## src/rtl/bit_counter_arbiter_if.sv

```systemverilog
// rtl/bit_counter_arbiter_if.sv - requester/counter-unit signal bundle for bit_counter_arbiter
interface bit_counter_arbiter_if #(
  parameter int N  = 4,
  parameter int W  = 8,
  parameter int CW = $clog2(W + 1),
  parameter int GW = (N > 1) ? $clog2(N) : 1
);
  logic [N-1:0]   req;
  logic [N*W-1:0] req_data;
  logic [N-1:0]   ack;
  logic [CW-1:0]  rsp_count;
  logic           rsp_err;
  logic           busy;
  logic [GW-1:0]  grant_id;
  logic           cnt_start;
  logic [W-1:0]   cnt_data;
  logic           cnt_done;
  logic [CW-1:0]  cnt_count;

  modport master (
    output req, req_data, cnt_done, cnt_count,
    input  ack, rsp_count, rsp_err, busy, grant_id, cnt_start, cnt_data
  );

  modport slave (
    input  req, req_data, cnt_done, cnt_count,
    output ack, rsp_count, rsp_err, busy, grant_id, cnt_start, cnt_data
  );
endinterface

```

## src/rtl/bit_counter_arbiter.sv

```systemverilog
// rtl/bit_counter_arbiter.sv - round-robin sharing of one bit-counter unit; BCA_TIMEOUT_EN adds a WAIT abort
module bit_counter_arbiter #(
  parameter int N       = 4,
  parameter int W       = 8,
  parameter int CW      = $clog2(W + 1),
  parameter int TIMEOUT = 64
) (
  input  logic                 clk,
  input  logic                 resetn,
  bit_counter_arbiter_if.slave bus
);
  localparam int GW = (N > 1) ? $clog2(N) : 1;

  typedef enum logic [1:0] {IDLE, ISSUE, WAIT, RESP} state_t;

  state_t        state;
  logic [GW-1:0] last_grant;
  logic [GW-1:0] grant_q;
  logic [N-1:0]  ack_q;
  logic [CW-1:0] rsp_count_q;
  logic          busy_q;
  logic          cnt_start_q;
  logic [W-1:0]  cnt_data_q;
  logic          expire;

  logic [W-1:0]  data_arr [N];
  logic [GW-1:0] cand;
  logic [GW-1:0] pick_idx;
  logic          pick_found;

  always_comb begin
    for (int i = 0; i < N; i++) begin
      data_arr[i] = bus.req_data[i*W +: W];
    end
  end

  // Search starts one past the last grantee and wraps, so nobody is starved.
  always_comb begin
    pick_found = 1'b0;
    pick_idx   = '0;
    cand       = '0;
    for (int k = 1; k <= N; k++) begin
      cand = GW'((int'(last_grant) + k) % N);
      if (!pick_found && bus.req[cand]) begin
        pick_found = 1'b1;
        pick_idx   = cand;
      end
    end
  end

  always_ff @(posedge clk) begin
    if (!resetn) begin
      state       <= IDLE;
      last_grant  <= GW'(N - 1);
      grant_q     <= '0;
      ack_q       <= '0;
      rsp_count_q <= '0;
      busy_q      <= 1'b0;
      cnt_start_q <= 1'b0;
      cnt_data_q  <= '0;
    end else begin
      ack_q       <= '0;
      cnt_start_q <= 1'b0;
      case (state)
        IDLE: begin
          if (pick_found) begin
            grant_q     <= pick_idx;
            cnt_data_q  <= data_arr[pick_idx];
            cnt_start_q <= 1'b1;
            busy_q      <= 1'b1;
            state       <= ISSUE;
          end
        end
        ISSUE: state <= WAIT;
        WAIT: begin
          if (bus.cnt_done || expire) begin
            rsp_count_q <= bus.cnt_done ? bus.cnt_count : '0;
            ack_q       <= N'(1) << grant_q;
            state       <= RESP;
          end
        end
        RESP: begin
          last_grant <= grant_q;
          busy_q     <= 1'b0;
          state      <= IDLE;
        end
        default: state <= IDLE;
      endcase
    end
  end

`ifdef BCA_TIMEOUT_EN
  localparam int TW = $clog2(TIMEOUT + 1);

  logic [TW-1:0] wait_cnt;
  logic          rsp_err_q;

  // Expiry fires at the end of the TIMEOUT-th WAIT cycle; a coincident done wins.
  assign expire = (state == WAIT) && (wait_cnt == TW'(TIMEOUT - 1));

  always_ff @(posedge clk) begin
    if (!resetn) begin
      wait_cnt  <= '0;
      rsp_err_q <= 1'b0;
    end else begin
      if (state == ISSUE) begin
        wait_cnt <= '0;
      end else if (state == WAIT) begin
        wait_cnt <= wait_cnt + 1'b1;
      end
      if (state == WAIT && (bus.cnt_done || expire)) begin
        rsp_err_q <= !bus.cnt_done;
      end
    end
  end

  assign bus.rsp_err = rsp_err_q;
`else
  assign expire      = 1'b0;
  assign bus.rsp_err = 1'b0;
`endif

  assign bus.ack       = ack_q;
  assign bus.rsp_count = rsp_count_q;
  assign bus.busy      = busy_q;
  assign bus.grant_id  = grant_q;
  assign bus.cnt_start = cnt_start_q;
  assign bus.cnt_data  = cnt_data_q;
endmodule

```

## src/flat_wrapper.sv

```systemverilog
// flat-port wrapper written by rule: the top's interface ports become plain ports
module bit_counter_arbiter_flat 
#(
  parameter int N       = 4,
  parameter int W       = 8,
  parameter int CW      = $clog2(W + 1),
  parameter int TIMEOUT = 64
)
  (clk, resetn, bus_req, bus_req_data, bus_cnt_done, bus_cnt_count, bus_ack, bus_rsp_count, bus_rsp_err, bus_busy, bus_grant_id, bus_cnt_start, bus_cnt_data);
  bit_counter_arbiter_if #(.N(N), .W(W), .CW(CW)) bus_i ();
  input  logic clk;
  input  logic resetn;
  input wire logic [$bits(bus_i.req)-1:0] bus_req;
  input wire logic [$bits(bus_i.req_data)-1:0] bus_req_data;
  input wire logic [$bits(bus_i.cnt_done)-1:0] bus_cnt_done;
  input wire logic [$bits(bus_i.cnt_count)-1:0] bus_cnt_count;
  output wire logic [$bits(bus_i.ack)-1:0] bus_ack;
  output wire logic [$bits(bus_i.rsp_count)-1:0] bus_rsp_count;
  output wire logic [$bits(bus_i.rsp_err)-1:0] bus_rsp_err;
  output wire logic [$bits(bus_i.busy)-1:0] bus_busy;
  output wire logic [$bits(bus_i.grant_id)-1:0] bus_grant_id;
  output wire logic [$bits(bus_i.cnt_start)-1:0] bus_cnt_start;
  output wire logic [$bits(bus_i.cnt_data)-1:0] bus_cnt_data;
  assign bus_i.req = bus_req;
  assign bus_i.req_data = bus_req_data;
  assign bus_i.cnt_done = bus_cnt_done;
  assign bus_i.cnt_count = bus_cnt_count;
  assign bus_ack = bus_i.ack;
  assign bus_rsp_count = bus_i.rsp_count;
  assign bus_rsp_err = bus_i.rsp_err;
  assign bus_busy = bus_i.busy;
  assign bus_grant_id = bus_i.grant_id;
  assign bus_cnt_start = bus_i.cnt_start;
  assign bus_cnt_data = bus_i.cnt_data;
  bit_counter_arbiter #(.N(N), .W(W), .CW(CW), .TIMEOUT(TIMEOUT)) u_core (.clk(clk), .resetn(resetn), .bus(bus_i));
endmodule
```

## config.mk

```make
export PLATFORM = sky130hd
export DESIGN_NAME = bit_counter_arbiter_flat
export DESIGN_NICKNAME = d
export VERILOG_FILES = /design/src/rtl/bit_counter_arbiter_if.sv /design/src/rtl/bit_counter_arbiter.sv /design/src/flat_wrapper.sv
export SDC_FILE = /design/constraint.sdc
export NUM_CORES = 1
export LEC_CHECK = 0
export CAP_MARGIN = 20
export CORE_MARGIN = 2
export CORE_UTILIZATION = 36
export CTS_BUF_LIST = sky130_fd_sc_hd__clkbuf_8
export DETAILED_ROUTE_END_ITERATION = 7
export PLACE_DENSITY_LB_ADDON = 0.3
export RECOVER_POWER = 50
export SYNTH_ARGS = -nofsm -noshare
export SYNTH_HDL_FRONTEND = slang
export SYNTH_SLANG_ARGS = --single-unit
```

## constraint.sdc

```tcl
create_clock -name clk -period 1.6 [get_ports clk]
set_input_delay 0.16 -clock clk [delete_from_list [all_inputs] [get_ports clk]]
set_output_delay 0.16 -clock clk [all_outputs]
set_load 0.05 [all_outputs]
```

==> results of run 1 <==
[registers in the layout, indices dropped and copies added (netlist names)]
name and count:
u_core.bus.rsp_count 4, u_core.last_grant 2, u_core.bus.ack 4, u_core.bus.grant_id 2
u_core.bus.cnt_data 8, u_core.bus.cnt_start 1, u_core.bus.busy 1, u_core.state 2
[critical path, stage by stage (launching register included)]
cell	delay, ns
dfxtp_2	0.35
or2b_1	0.14
o21ai_2	0.09
a221oi_4	0.29
buf_4	0.17
buf_12	0.13
mux2i_1	0.20
o221ai_1	0.14
[Yosys cell counts]
cell and instances:
dfxtp_1 24, clkbuf_1 3, nand2b_1 2, o21ai_1 1
buf_12 1, nor3b_1 1, nand3_1 4, buf_1 1
nor2_1 6, o2bb2ai_1 1, o221ai_1 8, conb_1 1
or2_4 1, and2_1 3, a21boi_0 4, a221oi_4 1
and3_1 2, o31ai_1 1, nor4_1 1, o21a_1 1
buf_4 1, a221oi_1 1, nand2_1 18, o21ai_0 1
inv_1 4, mux2i_1 20, ha_1 4, nor2b_1 4
a21oi_1 4, or2b_1 2, o22ai_1 1
[worst paths after layout]
| path | end | depth (start not counted) | start |
|---|---|---|---|
| min reg2reg | u_core.bus.rsp_count[1]$_SDFFE_PN0P_ | 2 | u_core.bus.rsp_count[1]$_SDFFE_PN0P_ |
| max | u_core.bus.cnt_data[6]$_SDFFE_PN0P_ | 7 | u_core.last_grant[0]$_SDFFE_PN1P_ |
| min | u_core.bus.rsp_count[1]$_SDFFE_PN0P_ | 2 | u_core.bus.rsp_count[1]$_SDFFE_PN0P_ |
| max reg2reg | u_core.bus.cnt_data[6]$_SDFFE_PN0P_ | 7 | u_core.last_grant[0]$_SDFFE_PN1P_ |
[kinds of logic after synthesis]
group / count (synthesis) / synth area share
AO/OA/AOI/OAI: 24 / 0.162
adder cells (fa/ha/maj): 4 / 0.0416
buffers and inverters: 10 / 0.0478
flip-flops: 24 / 0.399
multiplexers: 20 / 0.166
other: 1 / 0.00312
AND/OR/NAND/NOR: 44 / 0.180
[routing by layer]
metal	GRT usage	up-vias	wire length (um)
li1	-	599	-
met4	0.0699	0	76
met2	0.340	37	1870
met1	0.222	589	1330
met5	0	-	0
met3	0.0207	6	136
[per-stage QoR]
| stage | total power, mW | TNS, ns | std cells | instance area [um^2] | util |
|---|---|---|---|---|---|
| global placement | 2.25 | -2.75 | 239 | 1900 | 0.609 |
| floorplan | 1.79 | 0 | 127 | 1210 | - |
| global route | 2.74 | -0.516 | 245 | 1940 | 0.621 |
| detailed placement | 2.29 | -3.23 | 239 | 1900 | 0.609 |
| finish | 2.58 | -0.0605 | 245 | 1940 | 0.621 |
| CTS | 2.70 | 0 | 245 | 2000 | 0.640 |
[area by class of cell]
type	instances	area, um^2	share of cell area
multi-input combinational	93	702	0.361
timing repair buffer	77	648	0.334
sequential	24	482	0.248
tap	44	55.1	0.0283
clock buffer	3	41.3	0.0212
inverter	4	15.0	0.00773
[repair_timing]
item / 4_1_cts / 5_1_grt
buffers inserted: 3 / 1
setup endpoints to repair: 8 / 8
gates cloned: 1 / 0
gates resized for setup: 8 / 4
hold buffers: 0 / 0
pin swaps: 2 / 5
[report_power, final]
part	switching, mW	internal, mW
clock	0.180	0.168
sequential	0.116	0.760
combinational	0.856	0.500
total	1.15	1.43
==> results_tabular.tex, run 1 <==
\begin{tabular}{lr}
\hline
Metric & Value \\
\hline
\multicolumn{2}{l}{\textbf{Drt}} \\
\quad Remaining DRCs & 0 \\
\quad Final WL & roughly 3.4 mm \\
\quad Final routed wire length divided by cell count & approximately 14 um \\
\quad Average via count per standard cell & 5.02 \\
\quad Detailed-routing iteration count for the pre-antenna-repair pass & 4 \\
\quad Vias & 1,231 \\
\quad Antenna Nets Post-Route & 0 \\
\quad Starting DRT DRC Count & 38 \\
\multicolumn{2}{l}{\textbf{Power and ir drop}} \\
\quad Leak pwr & between 0.8 and 0.9 nW \\
\quad Max VDD drop & between 0.8 and 0.9 mV \\
\quad Total power divided by cell area & $\sim$1300 mW/mm\^{}2 \\
\multicolumn{2}{l}{\textbf{Logic synthesis}} \\
\quad Total of flip-flops plus latches after synthesis & 24 \\
\quad Cell area after technology mapping & 0.00120 mm\^{}2 \\
\quad Syn nets & around 170 \\
\quad Number of library cell types mapped by synthesis & 31 \\
\quad Fraction of post-synthesis cell area in the top cell type by area & 0.399 \\
\quad Per-instance average area after synthesis & around 9.5 um\^{}2 \\
\quad Warnings from Yosys & 0 \\
\quad Top area cells in the synthesized netlist & dfxtp\_1 (40\%), mux2i\_1 (17\%), o221ai\_1 (5.8\%) \\
\quad Cell accounting for the most synthesized area & dfxtp\_1 \\
\quad Sequential-to-total area share from yosys stat & 0.399 \\
\quad Number of instances in the synthesized netlist & approximately 130 \\
\multicolumn{2}{l}{\textbf{Final layout}} \\
\quad Number of nets in the finished design & between 200 and 300 \\
\quad Synth-to-layout area growth & 61.4\% \\
\quad Fraction of final layout cells with drive strength greater than 1 & 0.139 \\
\quad Leading cell type in the layout, fill and taps excluded & clkdlybuf4s50\_1 \\
\quad \# fillers & roughly 280 \\
\quad Most frequent cells in the layout & clkdlybuf4s50\_1 (42), dfxtp\_1 (23), mux2i\_1 (18) \\
\quad Antenna fix cells & 0 \\
\multicolumn{2}{l}{\textbf{Worst setup path}} \\
\quad Capturing element type of the critical path & flip-flop \\
\quad Reg2reg setup slack & -0.04 ns \\
\quad Top fanout value on the critical path & 8 \\
\quad Arrival time of data at the critical path endpoint & between 1.5 and 2 ns \\
\quad Startpoint class of the critical path & flip-flop \\
\quad Required time at the endpoint of the critical path & 1.73 ns \\
\quad Critical setup path kind & flip-flop to flip-flop \\
\multicolumn{2}{l}{\textbf{Clock network}} \\
\quad Clk Tree Root Cell & clkbuf\_8 \\
\quad Num Clock Sinks & 24 \\
\quad CTS tree & done \\
\quad Clock-pin slew on the worst setup and hold paths & $\sim$0.080 ns \\
\quad Clock buffers created by TritonCTS & 3 \\
\quad Maximum count of clock buffers along a single path & 2 \\
\quad H-tree level count & 1 \\
\quad Source-to-sink clock delay at the later pin of the worst-skew pair & between 0.2 and 0.3 ns \\
\multicolumn{2}{l}{\textbf{STA}} \\
\quad Transition time at the pin with the least slew margin & 0.619 ns \\
\quad Unrepaired setup endpoints after global routing & yes \\
\quad Endpoints failing setup & 3 \\
\quad Setup slack of the critical path after layout & -0.0381 ns \\
\quad Max Clock Freq & $\sim$0.61 GHz \\
\quad Fin Hold WS & $\sim$0.47 ns \\
\quad Final critical-path share of the clock period & 1.02 \\
\quad Count of final hold-check violations & 0 \\
\quad Final Max Tran Viols & 0 \\
\quad Slew Limit Headroom & 0.589 \\
\quad Final worst path period need & 1.64 ns \\
\quad Worst clock skew & $\sim$0.0033 ns \\
\multicolumn{2}{l}{\textbf{Die}} \\
\quad Num rows & 20 \\
\quad Floorplan core area & between 0.003 and 0.004 mm\^{}2 \\
\quad Floorplan die area & approximately 0.0038 mm\^{}2 \\
\quad Vertical extent of the die & 61.8 um \\
\quad Horiz. Die Dim & 61.8 um \\
\quad Effective utilization at floorplan & 0.385 \\
\quad \# IOs & between 60 and 70 \\
\multicolumn{2}{l}{\textbf{Status}} \\
\quad Violated checks & negative setup slack \\
\quad Outcome & complete, but fails checks \\
\multicolumn{2}{l}{\textbf{Global routing}} \\
\quad Number of global-route vias before repair & approximately 1,300 \\
\quad Gr usage total & 0.186 \\
\quad First-pass GRT wire length & $\sim$5.3 mm \\
\quad Largest net degree at the start of global routing & 13 \\
\quad Initial antenna violation count & 0 \\
\quad GRT overflow & 0 \\
\multicolumn{2}{l}{\textbf{Placement}} \\
\quad Gp weighted congestion & between 0.7 and 0.8 \\
\quad Post-DP HPWL & roughly 2.6 mm \\
\quad Post-place setup slack & -0.368 ns \\
\quad Count of input and output buffers & between 60 and 70 \\
\multicolumn{2}{l}{\textbf{Worst hold path}} \\
\quad Worst hold path type & flip-flop to flip-flop \\
\multicolumn{2}{l}{\textbf{Flow run}} \\
\quad Number of max-cap violations & 0 \\
\hline
\end{tabular}
Power figures use the tool's default switching activity.
==> run 2, diff against run 1 <==
--- a/config.mk
+++ b/config.mk
@@ -12,6 +12,7 @@
 export DETAILED_ROUTE_END_ITERATION = 7
 export PLACE_DENSITY_LB_ADDON = 0.3
 export RECOVER_POWER = 50
+export SETUP_SLACK_MARGIN = 0.1
 export SYNTH_ARGS = -nofsm -noshare
 export SYNTH_HDL_FRONTEND = slang
 export SYNTH_SLANG_ARGS = --single-unit
==> results_tabular.tex, run 2 (synthesis gave the netlist of run 1 again) <==
\begin{tabular}{lr}
\hline
Metric & Value \\
\hline
\multicolumn{2}{l}{\textbf{STA}} \\
\quad Worst clock skew & 0.00912 ns (+0.00581 ns) \\
\quad Final worst path period need & 1.54 ns (-0.102 ns) \\
\quad Final critical-path share of the clock period & 0.960 (-0.0636) \\
\quad Transition time at the pin with the least slew margin & 0.626 ns (+0.00748 ns) \\
\quad Slew Limit Headroom & 0.584 (-0.00496) \\
\quad Count of final hold-check violations & 0 (unchanged) \\
\quad Unrepaired setup endpoints after global routing & yes \\
\quad Final Max Tran Viols & 0 (unchanged) \\
\quad Max Clock Freq & 0.651 GHz (+6.6\%) \\
\quad Endpoints failing setup & 0 (-3) \\
\multicolumn{2}{l}{\textbf{Final layout}} \\
\quad Antenna fix cells & 0 (unchanged) \\
\quad Fraction of final layout cells with drive strength greater than 1 & 0.166 (+0.0266) \\
\quad \# fillers & 279 (-1.4\%) \\
\quad Most frequent cells in the layout & clkdlybuf4s50\_1 (38), dfxtp\_1 (22), mux2i\_1 (20) \\
\quad Util after Layout & 0.627 (+0.00600) \\
\quad Number of nets in the finished design & 253 (+1.2\%) \\
\quad Leading cell type in the layout, fill and taps excluded & clkdlybuf4s50\_1 \\
\quad Flip-flop count of the largest register after layout & 8 (unchanged) \\
\quad Synth-to-layout area growth & 63.0\% \\
\multicolumn{2}{l}{\textbf{Clock network}} \\
\quad CTS tree & done \\
\quad Clock-pin slew on the worst setup and hold paths & 0.09 ns (about the same) \\
\quad Maximum count of clock buffers along a single path & 2 (unchanged) \\
\quad Clock buffers created by TritonCTS & 3 (unchanged) \\
\quad CTS Hold Bufs & 0 (unchanged) \\
\quad Clk Tree Root Cell & clkbuf\_8 \\
\quad Source-to-sink clock delay at the later pin of the worst-skew pair & 0.27 ns (about the same) \\
\quad H-tree level count & 1 (unchanged) \\
\quad Num Clock Sinks & 24 (unchanged) \\
\multicolumn{2}{l}{\textbf{Global routing}} \\
\quad Initial antenna violation count & 0 (unchanged) \\
\quad Largest net degree at the start of global routing & 14 (+1) \\
\quad First-pass GRT wire length & 5.05 mm (-4.6\%) \\
\quad Gr usage total & 0.181 (-0.00529) \\
\quad Number of global-route vias before repair & 1,201 (-4.6\%) \\
\quad GRT overflow & 0 (unchanged) \\
\multicolumn{2}{l}{\textbf{Die}} \\
\quad Floorplan die area & 0.00382 mm\^{}2 (unchanged) \\
\quad Horiz. Die Dim & 61.8 um (unchanged) \\
\quad Floorplan core area & 0.00313 mm\^{}2 (unchanged) \\
\quad Effective utilization at floorplan & 0.385 (unchanged) \\
\quad Vertical extent of the die & 61.8 um (unchanged) \\
\quad \# IOs & 64 (unchanged) \\
\quad Num rows & 20 (unchanged) \\
\multicolumn{2}{l}{\textbf{Worst setup path}} \\
\quad Highest cell delay on the worst timing path & 0.33 ns (-0.02 ns) \\
\quad WP buf/inv & 2 (unchanged) \\
\quad Required time at the endpoint of the critical path & 1.73 ns (about the same) \\
\quad Critical path launch point & u\_core.last\_grant[0]\$\_SDFFE\_PN1P\_ \\
\quad Startpoint of the lowest-slack register-to-register path & u\_core.last\_grant[0]\$\_SDFFE\_PN1P\_ \\
\quad Critical path's top delay family & compound AO/OA/AOI/OAI gates \\
\quad Startpoint class of the critical path & flip-flop \\
\quad Arrival time of data at the critical path endpoint & 1.67 ns (-0.10 ns) \\
\quad Critical setup path kind & flip-flop to flip-flop \\
\quad Sequence of cells on the critical path & or2b\_1, o21ai\_2, a221oi\_4, buf\_4, buf\_12, mux2i\_1, o221ai\_1 \\
\quad Capturing element type of the critical path & flip-flop \\
\quad Top fanout value on the critical path & 8 (unchanged) \\
\quad Path depth of the worst reg2reg path & 7 (unchanged) \\
\quad Number of cells on the critical path & 7 (unchanged) \\
\quad Destination of the critical timing path & u\_core.bus.cnt\_data[0]\$\_SDFFE\_PN0P\_ \\
\quad Crit path max-delay cell type & dfxtp\_2 \\
\quad Reg2reg setup slack & 0.06 ns (+0.10 ns) \\
\quad RR Endpoint & u\_core.bus.cnt\_data[0]\$\_SDFFE\_PN0P\_ \\
\multicolumn{2}{l}{\textbf{Power and ir drop}} \\
\quad Leak pwr & 0.832 nW (+2.4\%) \\
\quad Internal power consumption & 1.48 mW (+3.9\%) \\
\quad Combinational share of power & 0.514 (-0.012) \\
\quad Overall power & 2.64 mW (+2.5\%) \\
\quad Switching fraction of total power & 0.439 (-0.00751) \\
\quad Max VDD drop & 0.742 mV (-9.0\%) \\
\quad Total power divided by cell area & 1350 mW/mm\^{}2 (+1.5\%) \\
\quad Proportion of power drawn by flip-flops and latches & 0.333 (-0.007) \\
\quad Switching power total & 1.16 mW (+0.74\%) \\
\quad Clock power share & 0.153 (+0.018) \\
\multicolumn{2}{l}{\textbf{Worst hold path}} \\
\quad Worst hold path type & primary input to flip-flop \\
\quad Hold Crit Start & bus\_cnt\_count[2] \\
\multicolumn{2}{l}{\textbf{Placement}} \\
\quad Gp weighted congestion & 0.735 (-2.0\%) \\
\quad Count of input and output buffers & 62 (unchanged) \\
\quad Post-DP HPWL & 2.66 mm (+1.7\%) \\
\multicolumn{2}{l}{\textbf{Drt}} \\
\quad Detailed-routing iteration count for the pre-antenna-repair pass & 3 (-1) \\
\quad Vias & 1,206 (-2.0\%) \\
\quad Starting DRT DRC Count & 47 (+24\%) \\
\quad Average via count per standard cell & 4.84 (-3.6\%) \\
\quad Antenna Nets Post-Route & 0 (unchanged) \\
\quad Final WL & 3.43 mm (+0.53\%) \\
\quad Remaining DRCs & 0 (unchanged) \\
\quad Final routed wire length divided by cell count & 13.8 um (-1.1\%) \\
\multicolumn{2}{l}{\textbf{Status}} \\
\quad Outcome & complete, no violations \\
\multicolumn{2}{l}{\textbf{Flow run}} \\
\quad Number of max-cap violations & 0 (unchanged) \\
\hline
\end{tabular}
[run 2: repair_timing]
action	4_1_cts	5_1_grt
buffers inserted	4	0
pin swaps	3	2
cloned	1	0
endpoints found under the setup margin	13	8
hold endpoints to repair	0	0
gates resized for setup	11	0
[run 2: worst min-delay path by stage]
| stage | endpoint | slack [ns] | cells after the start |
|---|---|---|---|
| 2_1_floorplan | u_core.bus.rsp_count[1]$_SDFFE_PN0P_ | 0.31 | 1 |
| 3_3_place_gp | u_core.bus.cnt_data[3]$_SDFFE_PN0P_ | 0.45 | 2 |
| 3_5_place_dp | u_core.bus.cnt_data[6]$_SDFFE_PN0P_ | 0.46 | 2 |
| 4_1_cts | u_core.bus.rsp_count[2]$_SDFFE_PN0P_ | 0.45 | 3 |
| 5_1_grt | u_core.bus.rsp_count[0]$_SDFFE_PN0P_ | 0.48 | 3 |
| 6_report | u_core.bus.rsp_count[2]$_SDFFE_PN0P_ | 0.45 | 3 |
[run 2: cell type report]
type	instances	area [um^2]	share of cell area
Inverter	4	15.0	0.00765
Multi-Input combinational cell	93	688	0.351
Clock buffer	4	55.1	0.0281
Sequential cell	24	483	0.246
Timing Repair Buffer	80	666	0.339
Tap cell	44	55.1	0.0281
[run 2: power by group through the flow]
stage	logic, mW	clock network [mW]	registers (mW)
floorplan	0.465	0	1.33
global placement	1.35	0	0.885
detailed placement	1.39	0	0.895
CTS	1.46	0.416	0.882
global route	1.45	0.441	0.903
finish	1.36	0.405	0.879
[run 2: layer usage]
layer  up-vias  part of all wire  GRT usage  routed length, um
met5         -                 0          0                  0
li1        607                 -          -                  -
met3         4             0.081     0.0538                278
met1       558              0.39      0.189               1350
met2        37              0.51      0.340               1760
met4         0             0.013     0.0638                 44
[run 2: worst reg2reg max path: cells and delay by family, from the launching register on]
| kind | cells | cell delay [ns] |
|---|---|---|
| DFF | 1 | 0.33 |
| muxes | 1 | 0.20 |
| AOI/OAI and AO/OA | 3 | 0.47 |
| buffers and inverters | 2 | 0.28 |
| and+or+nand+nor | 1 | 0.13 |
[run 2: stage by stage]
stage               area [um^2]  setup WS [ns]  hold WS (ns)  TNS (ns)  instances
global route               1960        -0.0300         0.476    -0.131        249
floorplan                  1210        0.00553         0.314         0        127
global placement           1900         -0.390         0.446     -3.71        240
detailed placement         1900         -0.528         0.459     -5.03        240
CTS                        2030         0.0466         0.454         0        249
finish                     1960         0.0637         0.452         0        249
==> run 3, diff against run 2 <==
--- a/config.mk
+++ b/config.mk
@@ -7,9 +7,10 @@
 export LEC_CHECK = 0
 export CAP_MARGIN = 20
 export CORE_MARGIN = 2
-export CORE_UTILIZATION = 36
+export CORE_UTILIZATION = 55
 export CTS_BUF_LIST = sky130_fd_sc_hd__clkbuf_8
 export DETAILED_ROUTE_END_ITERATION = 7
+export DONT_BUFFER_PORTS = 1
 export PLACE_DENSITY_LB_ADDON = 0.3
 export RECOVER_POWER = 50
 export SETUP_SLACK_MARGIN = 0.1
==> results_tabular.tex, run 3 (synthesis gave the netlist of run 1 again) <==
\begin{tabular}{lr}
\hline
Metric & Value \\
\hline
\multicolumn{2}{l}{\textbf{Worst setup path}} \\
\quad Required time at the endpoint of the critical path & 1.74 ns (about the same) \\
\quad Top fanout value on the critical path & 16 (+8) \\
\quad Reg2reg setup slack & 0.05 ns (-0.02 ns) \\
\quad RR Endpoint & u\_core.bus.cnt\_data[6]\$\_SDFFE\_PN0P\_ \\
\quad Path depth of the worst reg2reg path & 6 (-1) \\
\quad Arrival time of data at the critical path endpoint & 1.69 ns (+0.02 ns) \\
\quad Capturing element type of the critical path & flip-flop \\
\quad Startpoint of the lowest-slack register-to-register path & u\_core.last\_grant[0]\$\_SDFFE\_PN1P\_ \\
\quad Critical setup path kind & flip-flop to flip-flop \\
\quad Startpoint class of the critical path & flip-flop \\
\multicolumn{2}{l}{\textbf{Clock network}} \\
\quad Maximum count of clock buffers along a single path & 2 (unchanged) \\
\quad Post-CTS setup buffer count & 0 (-4) \\
\quad Source-to-sink clock delay at the later pin of the worst-skew pair & 0.26 ns (about the same) \\
\quad H-tree level count & 1 (unchanged) \\
\quad CTS tree & done \\
\quad Clock-pin slew on the worst setup and hold paths & 0.09 ns (about the same) \\
\quad Num Clock Sinks & 24 (unchanged) \\
\quad Clk Tree Root Cell & clkbuf\_8 \\
\quad Clock buffers created by TritonCTS & 3 (unchanged) \\
\multicolumn{2}{l}{\textbf{Die}} \\
\quad Horiz. Die Dim & 50.8 um (-18\%) \\
\quad Floorplan die area & 0.00258 mm\^{}2 (-33\%) \\
\quad Num rows & 16 (-20\%) \\
\quad Effective utilization at floorplan & 0.595 (+0.210) \\
\quad \# IOs & 64 (unchanged) \\
\quad Floorplan core area & 0.00202 mm\^{}2 (-35\%) \\
\quad Vertical extent of the die & 50.8 um (-18\%) \\
\multicolumn{2}{l}{\textbf{Global routing}} \\
\quad Initial antenna violation count & 0 (unchanged) \\
\quad Gr usage total & 0.185 (+0.00403) \\
\quad Most used routing layer in global routing & met2 \\
\quad First-pass GRT wire length & 3.62 mm (-28\%) \\
\quad Number of global-route vias before repair & 859 (-28\%) \\
\quad GR met1 Demand/Resource & 0.205 (+0.0162) \\
\quad Largest net degree at the start of global routing & 17 (+3) \\
\quad Met2 track demand over resource in global routing & 0.333 (-0.00652) \\
\quad GRT overflow & 0 (unchanged) \\
\quad Met3 capacity usage during global routing & 0.0446 (-0.00919) \\
\multicolumn{2}{l}{\textbf{Drt}} \\
\quad Average via count per standard cell & 5.74 (+19\%) \\
\quad Antenna Nets Post-Route & 0 (unchanged) \\
\quad Detailed-routing iteration count for the pre-antenna-repair pass & 4 (+1) \\
\quad Final WL & 2.44 mm (-29\%) \\
\quad Vias & 913 (-24\%) \\
\quad Starting DRT DRC Count & 12 (-74\%) \\
\quad Remaining DRCs & 0 (unchanged) \\
\quad Final routed wire length divided by cell count & 15.4 um (+12\%) \\
\multicolumn{2}{l}{\textbf{Flow run}} \\
\quad Number of max-cap violations & 0 (unchanged) \\
\multicolumn{2}{l}{\textbf{Power and ir drop}} \\
\quad Leak pwr & 0.566 nW (-32\%) \\
\quad Combinational share of power & 0.292 (-0.222) \\
\quad Switching fraction of total power & 0.435 (-0.00370) \\
\quad Internal power consumption & 1.39 mW (-6.6\%) \\
\quad Clock power share & 0.210 (+0.057) \\
\quad Total power divided by cell area & 1830 mW/mm\^{}2 (+36\%) \\
\quad Proportion of power drawn by flip-flops and latches & 0.498 (+0.165) \\
\quad Max VDD drop & 1.09 mV (+47\%) \\
\quad Switching power total & 1.07 mW (-8.0\%) \\
\multicolumn{2}{l}{\textbf{STA}} \\
\quad Final worst path period need & 1.55 ns (+0.0164 ns) \\
\quad Unrepaired setup endpoints after global routing & yes \\
\quad Max Clock Freq & 0.644 GHz (-1.1\%) \\
\quad Fin Hold WS & 0.0270 ns (-0.425 ns) \\
\quad Count of final hold-check violations & 0 (unchanged) \\
\quad Worst clock skew & 0.00801 ns (-0.00111 ns) \\
\quad Final Max Tran Viols & 0 (unchanged) \\
\quad Transition time at the pin with the least slew margin & 0.800 ns (+0.174 ns) \\
\quad Final critical-path share of the clock period & 0.970 (+0.0102) \\
\quad Endpoints failing setup & 0 (unchanged) \\
\quad Slew Limit Headroom & 0.467 (-0.118) \\
\multicolumn{2}{l}{\textbf{Final layout}} \\
\quad Antenna fix cells & 0 (unchanged) \\
\quad Synth-to-layout area growth & 11.2\% \\
\quad Leading cell type in the layout, fill and taps excluded & dfxtp\_1 \\
\quad Total area of multi-input combinational cells & 683 um\^{}2 (-0.73\%) \\
\quad Most frequent cells in the layout & dfxtp\_1 (23), mux2i\_1 (20), nand2\_1 (17) \\
\quad \# fillers & 166 (-41\%) \\
\quad Filler-free cell count of the finished design & 159 (-36\%) \\
\quad Number of nets in the finished design & 180 (-29\%) \\
\quad Fraction of final layout cells with drive strength greater than 1 & 0.121 (-0.0446) \\
\quad Register cell area after layout & 482 um\^{}2 (-0.26\%) \\
\quad Flip-flop count of the largest register after layout & 8 (unchanged) \\
\multicolumn{2}{l}{\textbf{Placement}} \\
\quad Gp weighted congestion & 0.742 (+1.0\%) \\
\quad Count of input and output buffers & 0 (-100\%) \\
\quad Post-DP HPWL & 1.94 mm (-27\%) \\
\quad Number of placed cells counting well taps & 154 (-36\%) \\
\multicolumn{2}{l}{\textbf{Worst hold path}} \\
\quad Hold Crit Start & resetn \\
\quad Number of cells on the worst hold path & 1 (-2) \\
\quad Worst hold path type & primary input to flip-flop \\
\quad Hold Path End & u\_core.bus.grant\_id[1]\$\_SDFFE\_PN0P\_ \\
\multicolumn{2}{l}{\textbf{Status}} \\
\quad Outcome & complete, no violations \\
\hline
\end{tabular}
## run 3: worst max path at each step
stage | from | endpoint | slack, ns | cells after the start
finish | u_core.last_grant[0]$_SDFFE_PN1P_ | u_core.bus.cnt_data[6]$_SDFFE_PN0P_ | 0.05 | 6
global route | u_core.last_grant[0]$_SDFFE_PN1P_ | u_core.bus.cnt_data[6]$_SDFFE_PN0P_ | -0.07 | 6
CTS | u_core.last_grant[0]$_SDFFE_PN1P_ | u_core.bus.cnt_data[6]$_SDFFE_PN0P_ | 0.009 | 6
detailed placement | u_core.last_grant[0]$_SDFFE_PN1P_ | u_core.bus.cnt_data[6]$_SDFFE_PN0P_ | 0.02 | 6
global placement | u_core.state[1]$_SDFFE_PN0P_ | u_core.bus.cnt_data[1]$_SDFFE_PN0P_ | 0.10 | 6
floorplan | u_core.last_grant[0]$_SDFFE_PN1P_ | u_core.bus.cnt_data[4]$_SDFFE_PN0P_ | 0.006 | 6
## run 3: worst max-delay path: stages (launching register included)
cell and delay, ns:
dfxtp_2 0.35, or2b_1 0.13, o21ai_2 0.09, a221oi_4 0.30, buf_12 0.20, mux2i_1 0.22, o221ai_1 0.13
## run 3: layout make-up
class	count	area share
flip-flops and latches	24	0.360
clock buffers	3	0.0308
repair buffers	7	0.0402
inverters	4	0.0112
well taps	27	0.0252
multi-input cells	93	0.510
clock inverters	1	0.0224
## run 3: metrics by stage
stage | TNS (ns) | setup WS [ns] | total power, mW | instance area [um^2] | util
5_1_grt | -0.299 | -0.0738 | 2.58 | 1340 | 0.662
6_report | 0 | 0.0474 | 2.45 | 1340 | 0.662
3_3_place_gp | 0 | 0.102 | 1.93 | 1260 | 0.622
2_1_floorplan | 0 | 0.00553 | 1.79 | 1210 | -
3_5_place_dp | 0 | 0.0167 | 1.96 | 1260 | 0.622
4_1_cts | 0 | 0.00932 | 2.48 | 1350 | 0.666
## run 3: timing repair
action | 4_1_cts | 5_1_grt
hold buffers | 1 | 0
resized for setup | 3 | 2
gates cloned | 0 | 0
setup endpoints to repair | 8 | 9
hold endpoints to repair | 2 | 0
## run 3: metal layers
layer,vias to the layer above,share of wire
met2,32,0.53
met5,-,0
met3,2,0.059
met1,418,0.40
met4,0,0.0098
li1,461,-
## run 3: power groups by stage
stage	Sequential, mW	Combinational [mW]	Clock, mW
2_1_floorplan	1.33	0.465	0
3_3_place_gp	1.23	0.700	0
3_5_place_dp	1.24	0.723	0
4_1_cts	1.23	0.739	0.520
5_1_grt	1.24	0.789	0.548
6_report	1.22	0.717	0.515
